File: src/rtl/usb_rx_pkg.sv
// Shared types and constants for the USB receive bit decoder.
package usb_rx_pkg;

    // Receive decoder states
    typedef enum logic [2:0] {
        StIdle,
        StRecv,
        StSe01,
        StErr,
        StWaitJ
    } rx_state_e;

    // Line symbols as {d_plus, d_minus}
    localparam logic [1:0] LINE_J   = 2'b10;
    localparam logic [1:0] LINE_K   = 2'b01;
    localparam logic [1:0] LINE_SE0 = 2'b00;

    // Sync pattern as it reads after LSB-first assembly
    localparam logic [7:0] SYNC_BYTE = 8'b1000_0000;

    localparam int unsigned STUFF_LEN_DEFAULT = 6;

endpackage

File: src/rtl/usb_nrzi_unstuff.sv
// NRZI decode and bit-unstuffing front end; qualifies one line sample per strobe.
module usb_nrzi_unstuff
    import usb_rx_pkg::*;
#(
    parameter int unsigned STUFF_LEN = STUFF_LEN_DEFAULT
) (
    input  logic clk,
    input  logic rst,
    input  logic d_plus,
    input  logic d_minus,
    input  logic shift_enable,
    input  logic count_en,        // high while a packet body is being decoded
    output logic bit_valid,       // data bit to shift in this strobe
    output logic bit_val,         // NRZI-decoded bit
    output logic stuff_violation, // one too many consecutive 1s
    output logic is_se0
);

    localparam int unsigned CntW = $clog2(STUFF_LEN + 1);

    logic            prev_dp_q;
    logic [CntW-1:0] ones_cnt_q;
    logic            at_limit;

    // Decode the current sample against the previous line level
    always_comb begin
        is_se0          = ({d_plus, d_minus} == LINE_SE0);
        bit_val         = (d_plus == prev_dp_q);
        at_limit        = (ones_cnt_q == CntW'(STUFF_LEN));
        // At the limit the bit is either the stuffed 0 or a violation; never data
        bit_valid       = shift_enable && !is_se0 && !at_limit;
        stuff_violation = shift_enable && !is_se0 && at_limit && bit_val;
    end

    // Track previous line level and run length of decoded 1s
    always_ff @(posedge clk) begin
        if (rst) begin
            prev_dp_q  <= 1'b1;
            ones_cnt_q <= '0;
        end else if (shift_enable) begin
            if (!is_se0) begin
                prev_dp_q <= d_plus;
            end
            if (!count_en) begin
                ones_cnt_q <= '0;
            end else if (!is_se0) begin
                if (at_limit || !bit_val) begin
                    ones_cnt_q <= '0;
                end else begin
                    ones_cnt_q <= ones_cnt_q + CntW'(1);
                end
            end
        end
    end

endmodule

File: src/rtl/usb_rx_bit_decoder.sv
// USB receive bit decoder: packet framing FSM, byte assembly and EOP detection.
module usb_rx_bit_decoder
    import usb_rx_pkg::*;
#(
    parameter int unsigned STUFF_LEN = STUFF_LEN_DEFAULT
) (
    input  logic       clk,
    input  logic       rst,
    input  logic       d_plus,
    input  logic       d_minus,
    input  logic       shift_enable,
    output logic       rx_en,
    output logic       byte_rcvd,
    output logic [7:0] data_rx,
    output logic       eop,
    output logic       stuff_err
);

    rx_state_e  state_q;
    logic [7:0] shift_q;
    logic [2:0] bit_cnt_q;

    logic bit_valid;
    logic bit_val;
    logic stuff_violation;
    logic is_se0;
    logic is_k;
    logic is_j;
    logic [7:0] shift_next;

    usb_nrzi_unstuff #(
        .STUFF_LEN(STUFF_LEN)
    ) u_nrzi_unstuff (
        .clk            (clk),
        .rst            (rst),
        .d_plus         (d_plus),
        .d_minus        (d_minus),
        .shift_enable   (shift_enable),
        .count_en       (state_q == StRecv),
        .bit_valid      (bit_valid),
        .bit_val        (bit_val),
        .stuff_violation(stuff_violation),
        .is_se0         (is_se0)
    );

    // Symbol classification; SE1 counts as J
    always_comb begin
        is_k       = ({d_plus, d_minus} == LINE_K);
        is_j       = !is_se0 && d_plus;
        shift_next = {bit_val, shift_q[7:1]};
    end

    // Framing FSM with registered level and pulse outputs
    always_ff @(posedge clk) begin
        if (rst) begin
            state_q   <= StIdle;
            shift_q   <= '0;
            bit_cnt_q <= '0;
            rx_en     <= 1'b0;
            byte_rcvd <= 1'b0;
            data_rx   <= '0;
            eop       <= 1'b0;
            stuff_err <= 1'b0;
        end else begin
            byte_rcvd <= 1'b0;
            eop       <= 1'b0;
            stuff_err <= 1'b0;
            if (shift_enable) begin
                unique case (state_q)
                    StIdle: begin
                        // First K is also the first decoded bit of sync
                        if (is_k) begin
                            state_q   <= StRecv;
                            rx_en     <= 1'b1;
                            shift_q   <= shift_next;
                            bit_cnt_q <= 3'd1;
                        end
                    end
                    StRecv: begin
                        if (is_se0) begin
                            state_q <= StSe01;
                        end else if (stuff_violation) begin
                            stuff_err <= 1'b1;
                            rx_en     <= 1'b0;
                            state_q   <= StErr;
                        end else if (bit_valid) begin
                            shift_q   <= shift_next;
                            bit_cnt_q <= bit_cnt_q + 3'd1;
                            if (bit_cnt_q == 3'd7) begin
                                data_rx   <= shift_next;
                                byte_rcvd <= 1'b1;
                            end
                        end
                    end
                    StSe01: begin
                        // Second SE0 makes a real EOP; anything else was a glitch
                        rx_en   <= 1'b0;
                        state_q <= StWaitJ;
                        if (is_se0) begin
                            eop <= 1'b1;
                        end
                    end
                    StErr: begin
                        if (is_se0) begin
                            state_q <= StWaitJ;
                        end
                    end
                    StWaitJ: begin
                        if (is_j) begin
                            state_q   <= StIdle;
                            bit_cnt_q <= '0;
                        end
                    end
                    default: state_q <= StIdle;
                endcase
            end
        end
    end

endmodule

File: config.mk
export PLATFORM = sky130hd
export DESIGN_NAME = usb_rx_bit_decoder
export DESIGN_NICKNAME = d
export VERILOG_FILES = /design/src/rtl/usb_rx_pkg.sv /design/src/rtl/usb_nrzi_unstuff.sv /design/src/rtl/usb_rx_bit_decoder.sv
export SDC_FILE = /design/constraint.sdc
export NUM_CORES = 1
export LEC_CHECK = 0
export ABC_AREA = 1
export ABC_CLOCK_PERIOD_IN_PS = 4300
export CORE_UTILIZATION = 59
export CTS_CLUSTER_SIZE = 8
export DETAILED_ROUTE_END_ITERATION = 6
export GPL_ROUTABILITY_DRIVEN = 0
export PLACE_DENSITY_LB_ADDON = 0.15
export SLEW_MARGIN = 20
export SYNTH_ARGS = -nofsm -noshare
export SYNTH_HDL_FRONTEND = slang
export SYNTH_HIERARCHICAL = 1
export SYNTH_SLANG_ARGS = --single-unit
File: constraint.sdc
create_clock -name clk -period 4.3 [get_ports clk]
set_input_delay 0.86 -clock clk [delete_from_list [all_inputs] [get_ports clk]]
set_output_delay 0.86 -clock clk [all_outputs]
set_load 0.02 [all_outputs]
==> implementation parameters <==
Parameter                              Value

Synth
  Synthesized instance count ... ~220
  Warnings, synthesis ... 6
  Net count of the mapped netlist ... 227
  Avg Synthesized Cell Area ... 7.23 um2
  Combined area of all synthesized cells ... roughly 1600 um2
  Seq/Total Area, Yosys ... 36.8%
  Number of storage elements in the synthesis netlist ... 29
  Post-synth cell types ... 28

Setup path
  CP peak stage delay ... around 0.7 ns
  Data arrival time of the critical path ... 3.10 ns
  CP max-delay cell ... clkdlybuf4s50_1
  Cell seen most often among critical-path stages ... nand2_1
  Kind of cell adding the most delay to the critical path ... simple AND/OR/NAND/NOR gates
  CP Cell Sequence ... clkdlybuf4s50_1, o21ai_0, nor3b_1, nor2_1, nand3_1, nand2_1, nor2_1, nand2_1, nand2_1, nand2_1, nor2_1
  Critical path capture point type ... flop
  Required arrival time at the worst endpoint ... around 4.6 ns
  CP max FO ... 10
  Crit start category ... input port
  Buffering stage count on the worst path with inverters included ... 1
  Type of the worst setup path ... in2reg

CTS
  Clock insertion delay at the later pin of the skew report ... 0.33 ns
  CTS tree ... yes
  Library cell used as clock root buffer ... clkbuf_4
  Maximum clock insertion buffer count ... 2
  Clock transition at the registers of the reported paths ... roughly 0.10 ns
  Number of buffers added to fix hold violations after cts ... 0
  Number of buffers created by CTS ... 5
  Num Clock Sinks ... 29
  Post-CTS Setup Bufs ... 0
  Max H-tree Level ... 2
  Number of gates resized after cts ... 0

Die
  Ports ... 17
  Standard-cell row count ... 18
  Vertical die dimension ... approximately 54 um
  Placeable core region ... about 2500 um2
  Die width ... 53.7 um
  Floorplan die area ... around 2900 um2
  Initial standard-cell utilization of the core ... 63.1%

Global routing
  GRT overflow ... 0
  Total Routing Usage GR ... between 20% and 30%
  Number of antenna violations at the first check in global routing ... 0
  Largest net degree at the start of global routing ... 22
  Global-route wire length before repair ... approximately 5100 um
  Via count of the first global-routing pass ... about 1200

Power and ir drop
  Relative contribution of sequential cells to total power ... 44.6%
  Portion of total power attributed to combinational logic ... between 20% and 30%
  Leak Pwr ... between 0.7 and 0.8 nW
  Power Density ... between 300 and 400 nW/um2
  Clk network pwr share ... 28.1%
  Internal cell power ... ~0.45 mW
  Net switching power of the design ... 0.242 mW
  Switching portion of total power ... around a third
  Max IR drop VDD ... around 0.30 mV
  Power Total ... 0.690 mW

STA
  Setup TNS Final ... 0 ns
  Final period demand of the worst path ... 2.84 ns
  Worst-case headroom to the max-slew limit ... 58.6%
  Unrepaired setup endpoints after global routing ... false
  Tightest Pin Transition ... about 0.62 ns
  Maximum achievable frequency ... between 0.3 and 0.4 GHz
  Final number of hold-violating endpoints ... 0
  Setup violators final ... 0
  Max Transition Viols Final ... 0
  Final critical-path setup slack ... between 1 and 1.5 ns
  Final period util ... 66.2%
  Largest clock skew in the final design ... ~0.012 ns

Run
  Reported max-cap violation count ... 0

Cells and area
  # diodes ... 0
  Net count, final ... 246
  Fraction of final layout cells with drive strength greater than 1 ... between 10% and 20%
  Final design utilization ... about 72%
  Layout Area Growth over Synthesis ... 13.7%

Routing
  Total length of routed wires ... 3150 um
  # DRC ... 0
  DRT Pass-1 Iters ... 4
  Number of vias after detailed routing ... about 1400
  Routed wirelength normalized by instance count ... between 10 and 15 um
  Detailed router's first-iteration violation count ... 40
  DRT antenna net count ... 0
  Detailed-route vias per instance ... ~5.2

Placed design
  Final HPWL from detailed placement ... ~2300 um
  I/O Buffers ... 16
  Pre-CTS WS ... about 1.2 ns

Status
  Status ... completed

Hold path
  Path category of the worst min-delay check ... reg2reg
[synth_stat cells, drive strengths merged]
| cell type | instances | area share, % |
|---|---|---|
| dfxtp | 29 | 37 |
| o211ai | 1 | 0.48 |
| nand2 | 51 | 13 |
| nand4 | 4 | 1.6 |
| a21oi | 16 | 5.8 |
| ha | 4 | 3.2 |
| a22oi | 1 | 0.48 |
| nor4 | 2 | 0.79 |
| nand3 | 18 | 8.4 |
| nor2 | 45 | 14 |
| inv | 31 | 7.7 |
| nor3b | 1 | 0.48 |
| clkinv | 1 | 0.56 |
| o21ai | 10 | 3.7 |
| buf | 4 | 3.3 |
[per-stage QoR]
stage	hold WS, ns	cell area [um2]	instances
floorplan	0.444	1580	218
global placement	0.460	1720	260
detailed placement	0.472	1720	260
CTS	0.486	1790	268
global route	0.517	1790	268
finish	0.487	1790	268
[power groups by stage]
stage                     logic [mW]  clock network, mW  registers, mW
after floorplan                0.151                  0          0.312
after global placement         0.179                  0          0.313
after detailed placement       0.186                  0          0.314
after CTS                      0.187              0.196          0.308
after global routing           0.213              0.208          0.311
final                          0.188              0.194          0.308
[cell usage in the layout (no fill, tap or decap), drive strengths merged]
cell and instances:
o21ai 10, inv 31, a21oi 16, clkinv 2, nand3 18, ha 4
clkdlybuf4s50 16, a22oi 1, dfxtp 29, nor2 45, clkbuf 7, nor4 2
o211ai 1, nand2 51, nand4 4, nor3b 1
[cells by family (layout without fill, tap and decap cells)]
family          Yosys count  count (layout)  synth area share [%]
fa+ha+maj                 4               4                  3.17
flops                    29              29                  36.8
simple gates            121             121                  38.1
compound gates           28              28                  10.4
buf+inv                  36              56                  11.5
[cell type report]
type	instances	area [um2]
Timing Repair Buffer	16	160
Fill cell	208	707
Multi-Input combinational cell	153	815
Tap cell	30	37.5
Clock buffer	7	65.1
Inverter	32	130
Sequential cell	29	581
Clock inverter	1	5.00
[registers in the layout, indices dropped and copies added (netlist names)]
register and count:
shift_q 7, eop 1, u_nrzi_unstuff/prev_dp_q 1, u_nrzi_unstuff/ones_cnt_q 3, bit_cnt_q 3, stuff_err 1, byte_rcvd 1, data_rx 8
state_q 3, rx_en 1
[per-layer routing]
metal / share of wire [%] / GRT usage (%)
met4: 1.2 / 9.21
met1: 46 / 29.7
met5: 0 / 0
met3: 6.5 / 8.76
met2: 46 / 39.7
[final timing paths]
check	from	to	slack, ns	cells past startpoint
worst max-delay path	shift_enable	state_q[0]$_SDFFE_PP0P_	1.46	11
worst min-delay path	shift_q[7]$_SDFFE_PP0P_	data_rx[6]$_SDFFE_PP0P_	0.49	2
worst min register to register	shift_q[7]$_SDFFE_PP0P_	data_rx[6]$_SDFFE_PP0P_	0.49	2
worst max register to register	u_nrzi_unstuff/ones_cnt_q[0]$_SDFFE_PP0P_	state_q[0]$_SDFFE_PP0P_	2.21	12
[worst register-to-register path, stage by stage, from the launching register on]
cell and delay (ns):
dfxtp_1 0.35, inv_1 0.07, ha_1 0.13, nand2_1 0.10, nor3b_1 0.47, nor2_1 0.18
nand3_1 0.15, nand2_1 0.06, nor2_1 0.12, nand2_1 0.12, nand2_1 0.09, nand2_1 0.05
nor2_1 0.13
Power figures use the tool's default switching activity.
